[config.mk]
export PLATFORM = sky130hd
export DESIGN_NAME = mux_nway_arb
export DESIGN_NICKNAME = d
export VERILOG_FILES = /design/src/rtl/mux_nway_pkg.sv /design/src/rtl/rr_arbiter.sv /design/src/rtl/mux_nway_arb.sv
export SDC_FILE = /design/constraint.sdc
export NUM_CORES = 1
export LEC_CHECK = 0
export CORE_UTILIZATION = 40
export DETAILED_ROUTE_END_ITERATION = 12
export PLACE_DENSITY = 0.87
export SLEW_MARGIN = 25
export SYNTH_ARGS = -nofsm -noshare
export SYNTH_HDL_FRONTEND = slang
export SYNTH_HIERARCHICAL = 1
export SYNTH_SLANG_ARGS = --single-unit
[constraint.sdc]
create_clock -name clk -period 3.1 [get_ports clk]
set_input_delay 0.465 -clock clk [delete_from_list [all_inputs] [get_ports clk]]
set_output_delay 0.465 -clock clk [all_outputs]
set_load 0.01 [all_outputs]
[src/rtl/mux_nway_pkg.sv]
// Shared definitions for the N-way streaming multiplexer family.
package mux_nway_pkg;

  localparam logic MODE_FIXED = 1'b0;
  localparam logic MODE_RR    = 1'b1;

  // Index width that stays at least one bit wide, even for tiny channel counts.
  function automatic int unsigned sel_w(input int unsigned n);
    return (n <= 2) ? 1 : $clog2(n);
  endfunction

endpackage

[src/rtl/rr_arbiter.sv]
// Combinational round-robin arbiter: the search starts just above the last grant and wraps.
module rr_arbiter
  import mux_nway_pkg::*;
#(
  parameter int unsigned N     = 4,
  parameter int unsigned SEL_W = sel_w(N)
) (
  input  logic [N-1:0]     req,
  input  logic [SEL_W-1:0] last,
  input  logic             en,
  output logic [N-1:0]     gnt,
  output logic [SEL_W-1:0] gnt_idx
);

  logic             found;
  logic [SEL_W-1:0] idx;

  always_comb begin
    gnt     = '0;
    gnt_idx = '0;
    found   = 1'b0;
    idx     = '0;
    for (int k = 1; k <= int'(N); k++) begin
      idx = SEL_W'((int'(last) + k) % int'(N));
      if (en && !found && req[idx]) begin
        found    = 1'b1;
        gnt[idx] = 1'b1;
        gnt_idx  = idx;
      end
    end
  end

endmodule

[src/rtl/mux_nway_arb.sv]
// Registered N-way mux with valid/ready handshakes, fixed or round-robin channel selection.
module mux_nway_arb
  import mux_nway_pkg::*;
#(
  parameter int unsigned WIDTH = 4,
  parameter int unsigned N     = 4,
  parameter int unsigned SEL_W = sel_w(N)
) (
  input  logic             clk,
  input  logic             reset,
  input  logic             mode,
  input  logic [SEL_W-1:0] sel,
  input  logic [N*WIDTH-1:0] in_data,
  input  logic [N-1:0]     in_valid,
  output logic [N-1:0]     in_ready,
  output logic [WIDTH-1:0] out_data,
  output logic [SEL_W-1:0] out_chan,
  output logic             out_valid,
  input  logic             out_ready
);

  logic [SEL_W-1:0] last;
  logic [N-1:0]     rr_gnt;
  logic [SEL_W-1:0] rr_idx;
  logic [N-1:0]     fixed_gnt;
  logic [N-1:0]     gnt;
  logic [SEL_W-1:0] gnt_idx;
  logic             any_gnt;
  logic             load;
  logic [WIDTH-1:0] mux_data;

  rr_arbiter #(.N(N), .SEL_W(SEL_W)) u_rr (
    .req     (in_valid),
    .last    (last),
    .en      (mode == MODE_RR),
    .gnt     (rr_gnt),
    .gnt_idx (rr_idx)
  );

  // Out-of-range sel yields no grant.
  always_comb begin
    fixed_gnt = '0;
    if (int'(sel) < int'(N)) fixed_gnt[sel] = in_valid[sel];
  end

  always_comb begin
    load     = !out_valid || out_ready;
    gnt      = (mode == MODE_RR) ? rr_gnt : fixed_gnt;
    gnt_idx  = (mode == MODE_RR) ? rr_idx : sel;
    any_gnt  = |gnt;
    in_ready = reset ? '0 : (gnt & {N{load}});
  end

  // One-hot grant drives the flattened data mux.
  always_comb begin
    mux_data = '0;
    for (int i = 0; i < int'(N); i++) begin
      if (gnt[i]) mux_data = in_data[i*WIDTH +: WIDTH];
    end
  end

  always_ff @(posedge clk) begin
    if (reset) begin
      out_valid <= 1'b0;
      out_data  <= '0;
      out_chan  <= '0;
      last      <= SEL_W'(N - 1);
    end else if (load) begin
      if (any_gnt) begin
        out_valid <= 1'b1;
        out_data  <= mux_data;
        out_chan  <= gnt_idx;
        last      <= gnt_idx;
      end else begin
        out_valid <= 1'b0;
      end
    end
  end

endmodule

== Word-level counts from Yosys, hierarchy flattened ==
Cells that the tools add are included.

* Input port bits: 26
* Register bits after elaboration: 9
* Word-level logic and storage cells: 81

* $add $sub $neg: 4
* Bitwise logic cells: 5
* Mux-type cells: 39
* Reductions and logical operators: 19
* $lt $le $gt $ge: 10

{| class="wikitable"
|+ Operators by type and width
! cell !! number
|-
| $mux 4 || 10
|-
| $lt 2x3->1 const B || 5
|-
| $mux 1 || 14
|-
| $logic_and 1x1->1 || 12
|-
| $or 4x4->4 || 3
|-
| $bmux 1 s2 || 5
|-
| $demux 1 s2 || 5
|-
| $ge 2x1->1 const B || 5
|-
| $mux 2 || 5
|-
| $and 4x4->4 || 2
|-
| $add 2x1->2 const B || 2
|-
| $add 2x2->2 const B || 2
|-
| $logic_not 1->1 || 4
|-
| $reduce_or 4->1 || 1
|-
| $reduce_and 2->1 || 1
|-
| $logic_or 1x1->1 || 1
|}

== Logic depth before layout (Yosys ltp) ==
* Word-level depth: 22
* Mapped depth: 14

== Cells and area by module ==
The synthesis kept the hierarchy.

{| class="wikitable"
|+ By module, submodules not included
! module !! sequential area each (um2) !! area each (um2) !! times used !! cells each
|-
| mux_nway_arb || 180.2 || 569.3 || 1 || 65
|-
| rr_arbiter || 0.0 || 446.7 || 1 || 48
|}

== Worst setup path before layout ==
No wires, ideal clock.

* Kind: reg-to-reg
* From: reg last[0]
* To: reg out_data[0]
* Buffers on the path: 2
* Slack: 60 ps
* Required time: 2964 ps
* Arrival time: 2903 ps
* Stages on the path, launching flop included: 12
* Path through: dfxtp_1 buf_6 inv_1 ha_1 mux4_2 and3_1 a221o_1 a32o_2 o41a_1 buf_6 nor2_1 a311oi_2

* Elaborated cells between the ends (all ways): 59

{| class="wikitable"
|+ RTL lines
! element !! RTL line !! text
|-
| start, declared || mux_nway_arb.sv:22 || <nowiki>logic [SEL_W-1:0] last;</nowiki>
|-
| start signal, assigned || mux_nway_arb.sv:67 || <nowiki>last <= SEL_W'(N - 1);</nowiki>
|-
| start signal, assigned || mux_nway_arb.sv:73 || <nowiki>last <= gnt_idx;</nowiki>
|-
| parallel branches: the longest is 16 deep, another holds $lt 2x3->1 || - ||
|-
| $mux 4 * || rr_arbiter.sv:25 || <nowiki>if (en && !found && req[idx]) begin</nowiki>
|-
| net rr_gnt[1] || mux_nway_arb.sv:23 || <nowiki>logic [N-1:0] rr_gnt;</nowiki>
|-
| $mux 4 * || mux_nway_arb.sv:48 || <nowiki>gnt = (mode == MODE_RR) ? rr_gnt : fixed_gnt;</nowiki>
|-
| $mux 4 (3 in a row) || mux_nway_arb.sv:58 || <nowiki>if (gnt[i]) mux_data = in_data[i*WIDTH +: WIDTH];</nowiki>
|-
| end signal, assigned || mux_nway_arb.sv:71 || <nowiki>out_data <= mux_data;</nowiki>
|-
| end, declared || mux_nway_arb.sv:16 || <nowiki>output logic [WIDTH-1:0] out_data,</nowiki>
|}

Mark *: on every way through the listed nets, which the timed path passes. The select of a mux whose other input is x is not followed.
A chain may end at the register's enable or synchronous reset.

== Worst setup path after layout ==
* From: reg last[0]
* To: out in_ready[1]

* Longest elaborated chain between the ends: 20
* Elaborated cells between the ends (all ways): 55

{| class="wikitable"
|+ RTL lines
! element !! RTL line !! text
|-
| parallel branches: the longest is 16 deep, another holds $lt 2x3->1 || - ||
|-
| $mux 4 * || rr_arbiter.sv:25 ||
|-
| net rr_gnt[1] || mux_nway_arb.sv:23 ||
|-
| $mux 4 * || mux_nway_arb.sv:48 ||
|-
| $and 4x4->4 * || mux_nway_arb.sv:51 || <nowiki>in_ready = reset ? '0 : (gnt & {N{load}});</nowiki>
|-
| $mux 4 * || mux_nway_arb.sv:51 ||
|-
| end, declared || mux_nway_arb.sv:15 || <nowiki>output logic [N-1:0] in_ready,</nowiki>
|}

Marks and branches as above.

==> run metrics <==
die area 2750 um2; Post-synth EDFFs 0; Fin Clk Skew 1.96 ps; RSZ-0062 raised after global routing no; core area 2300 um2; fillcell total 184; Rows 17; Mean Syn Cell Area 8.99 um2; layout cells sized above 1 0.299; Post-Syn Instances 113; DRC viols 0; Final Wtd Congestion 0.887; PwrDens 647 nW/um2; first-pass GRT wire length 5200 um; syn_nets 146; CP max stage cell mux4_2; Post-synth ARST share 0; via count of the routed design 1185; Peak VDD IR 0.482 mV; clock-pin slew on the worst setup and hold paths 60 ps; Tightest Pin Transition 345 ps; vias in the first global route 1171; crit path launch type flop; commonest cells after routing, fill and taps aside clkdlybuf4s50_1 (28), buf_4 (28), nand2_1 (12); cts hold-fix bufs 0; CTS tree done; GR Overflow Total 0; final setup margin 84.9 ps; ys flop type dfxtp_1; clk_lat worst skew 250 ps; Critical Path Max Stage Delay 490 ps; Tmin final 3020 ps; CP Data Required Time 2630 ps; Die H 52.4 um; largest net degree at the start of global routing 14; Setup-failing EPs final 0; crit-path cells buf_6, mux4_2, nor2b_1, and3_4, a221o_1, a32o_2, nor2b_1, dlygate4sd2_1; WL/cell 15.4 um; IO Pins 37; worst-path maximum fanout 6; Final Cycle Share 0.973; # H-tree levels 1; Hold Path Class reg -> reg; Critical Path End Type primary output; Synth area leaders dfxtp_1 (18%), mux4_2 (8.9%), ha_1 (8.6%), a221o_1 (7.9%), a311oi_2 (5.9%); final wirelength 3160 um; Setup WS pre-CTS -348 ps; most frequent cell on the critical path nor2b_1; Synth Warn # 6; Final Hold Vio Count 0; Synth cell types 35; PortBufs 36; Crit Path Class reg -> out; Final ANT Viol Nets 0; DR iter-0 viols 28; max-slew violation count 0; dpl hpwl 2590 um; Tot Pwr 1.06 mW; Inserted Diodes 0; Mapped Area 1020 um2; TritonCTS buffer count 3; Initial Util 0.442; DR vias/cell 5.78; GRT Total Usage 0.253; clock buffer depth 2; Yosys reg bits 9; Peak Freq 332 MHz; number of clock sinks 9; arrival time worst endpoint 2550 ps; max-cap violations 0; normalized max-slew margin 0.770; area share of the largest cell type after synthesis 0.177; nets@finish 211; largest area contributor in the netlist dfxtp_1; CTS root buf clkbuf_4; P_leak 0.705 nW; sequential element share of the synthesized area 0.177; outcome finished clean; Syn-to-layout area delta 61.5%; 1st-pass router iterations 4; Die W 52.4 um; initial antenna violation count 0
[report_power, final]
part           leakage (nW)  switching (mW)  internal, mW  total [mW]
Clock                0.0150          0.0392        0.0495      0.0886
Sequential           0.0741          0.0223         0.159       0.182
Combinational         0.616           0.361         0.429       0.791
Total                 0.705           0.423         0.638        1.06
[cell usage after synthesis, drive strengths merged (3+ instances only)]
library cell	instances
a21boi	4
a21oi	4
a221o	8
a311oi	4
a32o	3
buf	4
dfxtp	9
ha	7
inv	3
mux4	4
nand2	12
nand3b	4
nor2	12
nor2b	5
o211ai	4
o21ai	3
o21bai	3
[layer usage]
metal,wire length (um),share of wire,vias to the layer above,GRT usage
met3,114,0.036,2,0.0203
met4,17,0.0054,0,0.0439
met5,0,0,-,0
met1,1420,0.45,564,0.329
met2,1610,0.51,43,0.454
li1,-,-,576,-
[repair_timing]
item / 4_1_cts / 5_1_grt
gates resized for setup: 12 / 4
pin swaps: 1 / 0
gates cloned: 0 / 0
buffers inserted: 1 / 0
setup endpoints to repair: 4 / 2
[worst paths after layout]
path	from	endpoint	slack, ps	cells past startpoint
max reg2reg	last[1]	out_data[3]	150	12
max	last[0]	in_ready[1]	80	8
min	out_chan[1]	out_chan[1]	500	2
min reg2reg	out_chan[1]	out_chan[1]	500	2
[layout make-up]
cell class | count | area [um2] | area share
clock buffers | 4 | 26.3 | 0.0160
inverters | 3 | 11.3 | 0.00687
flip-flops and latches | 9 | 181 | 0.111
well taps | 28 | 35.0 | 0.0214
repair buffers | 65 | 572 | 0.349
multi-input cells | 96 | 815 | 0.497
[worst max-delay path, delay by kind of cell (launching register included)]
family,cells,cell delay (ps)
multiplexers,1,490
buffers and inverters,2,410
AO/OA/AOI/OAI,2,560
AND/OR/NAND/NOR,3,470
flip-flops,1,340
[cells by family after synthesis]
family / share of synthesized area
compound gates: 0.340
fa+ha+maj: 0.0862
buf+inv: 0.0529
flops: 0.177
simple gates: 0.224
mux: 0.119
[state kept, by name, indices dropped and copies added, names as in the netlist]
| signal | count |
|---|---|
| out_data | 4 |
| last | 2 |
| out_chan | 2 |
| out_valid | 1 |
[through the flow]
step / cell area [um2] / utilization / TNS, ps / hold slack, ps / instances
after floorplan: 1020 / - / 0 / 510 / 113
after global placement: 1580 / 0.687 / -2370 / 479 / 200
after detailed placement: 1580 / 0.687 / -2880 / 490 / 200
after CTS: 1630 / 0.709 / 0 / 498 / 205
after global routing: 1640 / 0.714 / 0 / 524 / 205
final: 1640 / 0.714 / 0 / 502 / 205
Power figures use the tool's default switching activity.
